===== src/rtl/ram1_arbiter.sv =====
// RAM1/UART bus arbiter with a posted-write buffer.
// Chooses one of IF fetch, MEM access or buffer drain each cycle.
module ram1_arbiter #(
  parameter int WB_DEPTH = 4
) (
  input  logic                        clk,
  input  logic                        rst,
  input  logic                        if_req_i,
  input  logic [15:0]                 if_addr_i,
  input  logic                        mem_read_i,
  input  logic                        mem_write_i,
  input  logic [15:0]                 mem_addr_i,
  input  logic [15:0]                 mem_wdata_i,
  output logic [15:0]                 if_inst_o,
  output logic [15:0]                 mem_rdata_o,
  output logic                        stall_o,
  output logic [$clog2(WB_DEPTH):0]   wb_level_o,
  output logic [17:0]                 addr_o,
  output logic [15:0]                 data_o,
  output logic                        is_RAM1_o,
  output logic                        is_UART_o,
  output logic                        isread_o,
  output logic                        iswrite_o,
  input  logic [15:0]                 ram1res_i
);

  localparam int AW = $clog2(WB_DEPTH);
  localparam logic [15:0] UART_DATA = 16'hBF00;
  localparam logic [15:0] UART_STAT = 16'hBF01;

  logic [15:0] wb_addr [WB_DEPTH];
  logic [15:0] wb_data [WB_DEPTH];
  logic [AW-1:0] head;
  logic [AW-1:0] tail;
  logic [AW:0] level;
  logic [15:0] last_addr;
  logic [15:0] last_data;
  logic [15:0] cur_addr;
  logic [15:0] cur_data;

  logic mem_rd, mem_wr, uart_d, uart_s;
  logic wr_ram, wr_ud, wr_st, take_mem;
  logic empty, full, push, pop;
  logic g_drain, g_mrd, g_uwr, g_if, active, mem_done;

  assign mem_rd   = mem_read_i & ~mem_write_i;
  assign mem_wr   = mem_write_i & ~mem_read_i;
  assign uart_d   = mem_addr_i == UART_DATA;
  assign uart_s   = mem_addr_i == UART_STAT;
  assign wr_ram   = mem_wr & ~uart_d & ~uart_s;
  assign wr_ud    = mem_wr & uart_d;
  assign wr_st    = mem_wr & uart_s;
  assign take_mem = mem_rd | wr_ud;

  assign empty = level == '0;
  assign full  = level == (AW+1)'(WB_DEPTH);

  // One-hot grants; terms are disjoint so the priority order is implicit.
  assign g_drain = rst & ~empty
                 & (take_mem | (wr_ram & full) | ~if_req_i);
  assign g_mrd   = rst & mem_rd & empty;
  assign g_uwr   = rst & wr_ud & empty;
  assign g_if    = rst & if_req_i & ~take_mem & ~(wr_ram & full);
  assign active  = g_drain | g_mrd | g_uwr | g_if;

  assign push = rst & wr_ram & ~full;
  assign pop  = g_drain;

  assign mem_done = g_mrd | g_uwr | push | wr_st;
  assign stall_o  = rst
                  & (((mem_rd | mem_wr) & ~mem_done)
                  | (if_req_i & ~g_if));

  always_comb begin
    is_RAM1_o = 1'b0;
    is_UART_o = 1'b0;
    isread_o  = 1'b0;
    iswrite_o = 1'b0;
    cur_addr  = last_addr;
    cur_data  = last_data;
    unique case (1'b1)
      g_drain: begin
        is_RAM1_o = 1'b1;
        iswrite_o = 1'b1;
        cur_addr  = wb_addr[head];
        cur_data  = wb_data[head];
      end
      g_mrd: begin
        is_RAM1_o = ~(uart_d | uart_s);
        is_UART_o = uart_d | uart_s;
        isread_o  = 1'b1;
        cur_addr  = mem_addr_i;
      end
      g_uwr: begin
        is_UART_o = 1'b1;
        iswrite_o = 1'b1;
        cur_addr  = mem_addr_i;
        cur_data  = mem_wdata_i;
      end
      g_if: begin
        is_RAM1_o = 1'b1;
        isread_o  = 1'b1;
        cur_addr  = if_addr_i;
      end
      default: ;
    endcase
  end

  assign addr_o      = {2'b00, cur_addr};
  assign data_o      = cur_data;
  assign wb_level_o  = level;
  assign if_inst_o   = ram1res_i;
  assign mem_rdata_o = ram1res_i;

  always_ff @(posedge clk) begin
    if (!rst) begin
      head      <= '0;
      tail      <= '0;
      level     <= '0;
      last_addr <= '0;
      last_data <= '0;
    end else begin
      if (push) tail <= tail + AW'(1);
      if (pop)  head <= head + AW'(1);
      level <= level + (AW+1)'(push) - (AW+1)'(pop);
      if (active) begin
        last_addr <= cur_addr;
        last_data <= cur_data;
      end
    end
  end

  always_ff @(posedge clk) begin
    if (push) begin
      wb_addr[tail] <= mem_addr_i;
      wb_data[tail] <= mem_wdata_i;
    end
  end

endmodule

===== config.mk =====
export PLATFORM = sky130hd
export DESIGN_NAME = ram1_arbiter
export DESIGN_NICKNAME = d
export VERILOG_FILES = /design/src/rtl/ram1_arbiter.sv
export SDC_FILE = /design/constraint.sdc
export NUM_CORES = 1
export LEC_CHECK = 0
export CAP_MARGIN = 30
export CORE_MARGIN = 3
export CORE_UTILIZATION = 50
export CTS_CLUSTER_SIZE = 40
export DETAILED_ROUTE_END_ITERATION = 16
export HOLD_SLACK_MARGIN = 0.08
export PLACE_DENSITY = 0.88
export SETUP_SLACK_MARGIN = 0.3
export SYNTH_ARGS = -nofsm -noshare
export SYNTH_HDL_FRONTEND = slang
export SYNTH_SLANG_ARGS = --single-unit

===== constraint.sdc =====
create_clock -name clk -period 6 [get_ports clk]
set_input_delay 1.2 -clock clk [delete_from_list [all_inputs] [get_ports clk]]
set_output_delay 1.2 -clock clk [all_outputs]
set_load 0.02 [all_outputs]

Yosys cells after proc, flatten, opt, wreduce, memory -nomap -nowiden

Memories as Yosys holds them, arrays and structs flattened. A register that Yosys moved wholly into a read port is not among the register bits.
Index checks and enable logic that the tools add are counted.

Register bits: 39
Bits in writable memories: 128
Bits of input ports: 69
Output and inout port bits: 74
Logic and storage cells: 76
Memories kept: 2

Add/sub/neg operators: 4
Eq/ne operators: 3
Mux-type cells: 12
Bitwise logic cells: 45
Reductions and logical operators: 5

Memory list:

| memory  | depth | bits a word | read ports | clocked after memory_dff | write ports | RTL line | source |
|---|---|---|---|---|---|---|---|
| wb_addr | 4     | 16          | 1          | 1                        | 1           | 31       | `logic [15:0] wb_addr [WB_DEPTH];` |
| wb_data | 4     | 16          | 1          | 1                        | 1           | 32       | `logic [15:0] wb_data [WB_DEPTH];` |

Operator list:

| kind                   | number |
|---|---|
| $pmux W16 S3           | 1 |
| $eq A16 B16 Y1 const B | 2 |
| $pmux W16 S2           | 1 |
| $and A1 B1 Y1          | 21 |
| $not A1 Y1             | 12 |
| $or A1 B1 Y1           | 12 |
| $mux W2                | 4 |
| $reduce_or A2 Y1       | 4 |
| $add A2 B1 Y2 const B  | 2 |
| $mux W1                | 4 |
| $pmux W1 S2            | 2 |
| $add A3 B1 Y3          | 1 |
| $eq A3 B3 Y1 const B   | 1 |
| $logic_not A3 Y1       | 1 |
| $sub A3 B1 Y3          | 1 |

Depth between registers and ports, before layout

Depth after elaboration: 12
Mapped depth: 12

Worst setup path before layout

No wires, ideal clock.

Path kind: input to output
From: in mem_addr_i[1]
To: out data_o[0]
Arrival: 2.808 ns
Data required time: 4.800 ns
Setup slack: 1.992 ns
Stages: 6
Path through: nor4_4 > nand4_4 > mux2_2 > a211oi_4 > buf_6 > o211ai_1

Longest elaborated chain between the ends: 9
Elaborated cells on any way between the ends: 15
Classes of those cells: eq/ne: 2; mux: 1; bitwise: 12

Ends and longest elaborated chain:

| element                     | RTL line | source |
|---|---|---|
| start, declared             | 12       | `input logic [15:0] mem_addr_i,` |
| $eq A16 B16 Y1              | 48       | `assign uart_d = mem_addr_i == UART_DATA;` |
| $not A1 Y1                  | 50       | `assign wr_ram = mem_wr & ~uart_d & ~uart_s;` |
| $and A1 B1 Y1 (2 in series) | 50       |  |
| $and A1 B1 Y1               | 60       | `& (take_mem \| (wr_ram & full) \| ~if_req_i);` |
| $or A1 B1 Y1 (2 in series)  | 60       |  |
| $and A1 B1 Y1               | 60       |  |
| $pmux W16 S2 (*)            | 81       | `unique case (1'b1)` |
| end, declared               | 19       | `output logic [15:0] data_o,` |

Every way passes the cells marked *; elsewhere a longest branch is shown, timed or not.

Worst setup path in the final report

From: in mem_addr_i[1]
To: out addr_o[5]

Longest elaborated chain between the ends: 9
Elaborated cells on any way between the ends: 20
Classes of those cells: eq/ne: 2; mux: 1; bitwise: 16; reduce/logical: 1

Ends and longest elaborated chain:

| element                     | RTL line | source |
|---|---|---|
| $eq A16 B16 Y1              | 48       |  |
| $not A1 Y1                  | 50       |  |
| $and A1 B1 Y1 (2 in series) | 50       |  |
| $and A1 B1 Y1               | 60, 63   |  |
| $or A1 B1 Y1 (2 in series)  | 60       |  |
| $and A1 B1 Y1               | 60       |  |
| $pmux W16 S3 (*)            | 81       |  |
| end, declared               | 18       | `output logic [17:0] addr_o,` |

Marked as above.

==> results.txt <==
Post-route cell area: 8980 sq um
Setup violations, final: 0
IO Port Bufs: 92
Final Hold Vio Count: 0
GRT Total Usage: 0.213
Met2 Wirelength: 8630 um
Diodes inserted: 0
Post-DP HPWL: 11,300 um
Full die area: 16,300 sq um
Core area: 14,100 sq um
WL final: 17,000 um
Hold slack: 0.498 ns
Sink Count: 169
Fmax: 187 MHz
Power per Cell Area: 407 nW/um^2
Post-Syn Area per Cell: 14.1 sq um
Distinct cells, synth: 51
Min cycle time layout: 5.36 ns
Clk_skew: 0.00951 ns
CTS tree: built
Row Count: 43
Area grow syn2layout: 21.7%
Yosys warning total: 0
Critical Path AT: 4.16 ns
Sequential fraction of the synthesis area: 0.632
Placed inst area: 8360 sq um
Vias per cell: 6.08
TritonCTS Buffers: 17
GP Congestion: 0.931
Asr flop ratio synth: 0
Largest net degree at the start of global routing: 25
Htree depth: 4
Leading area contributor after synthesis: edfxtp_1
Yosys reg bits: 169
CP Max Fanout: 23
Post-CTS Setup Repair Bufs: 0
Post-Syn Area: 7380 sq um
Post-synth top area share: 0.521
Clock latency on the worst-skew pair: 0.43 ns
Hold buffers post-CTS: 0
Average wire per standard cell: 21.6 um
DR top layer: met4
Die Wd: 127 um
Hold Path Class: reg -> reg
Post-Synthesis Cells: 523
Setup crit start kind: input port
Initial antenna violation count: 0
Die height: 127 um
Post-synth EDFFs: 128
Type of destination of the critical path: output port
Slew Limit Fails: 0
DRT Pass-1 Iters: 5
Initial Utilization: 0.522
Met1 WL: 6510 um
DRC: 0
Vias in the first global route: 4,903
Clock-pin slew on the worst setup and hold paths: 0.06 ns
Longest Clk Path Bufs: 2
Fin nets: 673
DR WL met3: 1400 um
Antenna-violating nets left: 0
Setup TNS: 0 ns
Slew margin rel.: 0.387
Remaining global-route overflow: 0
Final critical-path setup slack: 0.645 ns
Synth top area cells: edfxtp_1, dfxtp_1, mux4_2
CTS resizes: 0
Unrepaired setup endpoints after global routing: false
I/O Pins: 143
Worst setup path class: in -> out
Via count: 4,791
Pleak: 3.01 nW
Final period util: 0.893
DR iter-0 viols: 529
Synth Flop Type: edfxtp_1
Root Driver: clkbuf_16
Worst-Margin Slew: 0.920 ns
Overall power: 3.65 mW
Required @ worst endpoint: 4.80 ns
Top-count cell post-synth: edfxtp_1
First-pass GRT wire length: 26,200 um
Peak supply drop: 238 uV
Status: completed
Share of layout cells above drive strength 1: 0.156
Post-Place Worst Slack: 0.712 ns
Synth cell count leaders: edfxtp_1, o21ai_0, nand2_1
Number of max-cap violations: 0
report_power, final:
group / total (mW) / switching (mW) / internal (mW) / leakage (nW)
clock network: 1.15 / 0.450 / 0.697 / 0.301
logic: 1.06 / 0.573 / 0.487 / 1.21
registers: 1.44 / 0.0805 / 1.36 / 1.49
final timing paths:
check                            startpoint  slack (ns)                         to  depth (start not counted)
setup reg to reg   wb_level_o[0]$_SDFF_PN0_        3.15   wb_level_o[2]$_SDFF_PN0_                         11
hold / removal    last_data[5]$_SDFFE_PN0P_        0.50  last_data[5]$_SDFFE_PN0P_                          2
hold reg to reg   last_data[5]$_SDFFE_PN0P_        0.50  last_data[5]$_SDFFE_PN0P_                          2
setup / recovery              mem_addr_i[1]        0.64                  addr_o[5]                          8
critical path, cell delays in order:
cell,delay (ns)
clkdlybuf4s50_1,0.57
nor4_4,0.42
and4_1,0.45
o22ai_2,0.13
buf_4,0.24
o21ai_0,0.43
nand2_1,0.14
clkdlybuf4s50_1,0.58
cell families after synthesis:
group,after synthesis,synth area share
buffers and inverters,86,0.0632
flip-flops,169,0.632
multiplexers,36,0.104
AND/OR/NAND/NOR,87,0.0651
AO/OA/AOI/OAI,133,0.117
XOR/XNOR,2,0.00237
other,1,0.000508
adder cells (fa/ha/maj),9,0.0163
through the flow:
| step | instances | util |
|---|---|---|
| final | 788 | 0.635 |
| after detailed placement | 756 | 0.591 |
| after CTS | 788 | 0.635 |
| after global routing | 788 | 0.635 |
| after floorplan | 524 | - |
| after global placement | 756 | 0.591 |
flip-flops by register name, indices dropped and copies added (netlist names), named ones only:
| register | flops |
|---|---|
| tail | 2 |
| wb_addr | 64 |
| last_addr | 16 |
| head | 2 |
| wb_level_o | 3 |
| wb_data | 64 |
| last_data | 16 |
layer usage:
metal,track usage,vias up
met2,0.334,240
met3,0.0602,51
met5,0,-
li1,-,2142
met4,0.102,0
met1,0.276,2358
layout by cell type (no fill, tap or decap), types with 9 or more instances in the layout:
cell | synthesis | final
nand2_1 | 42 | 42
a21oi_1 | 9 | 9
o21ai_0 | 47 | 47
a31oi_1 | 13 | 13
mux4_2 | 32 | 32
a22oi_1 | 11 | 11
dfxtp_1 | 41 | 40
edfxtp_1 | 128 | 128
clkdlybuf4s50_1 | 0 | 92
buf_4 | 35 | 18
o211ai_1 | 32 | 32
inv_1 | 26 | 26
clkbuf_16 | 0 | 17
nand3_1 | 15 | 15
final cells by class:
type	instances	area [sq um]
timing repair buffer	112	1100
clock buffer	17	425
fill	993	5170
sequential	169	4670
multi-input combinational	269	2270
tap	180	225
inverter	26	97.6
clock inverter	15	198
(Power assumes the default switching activity.)
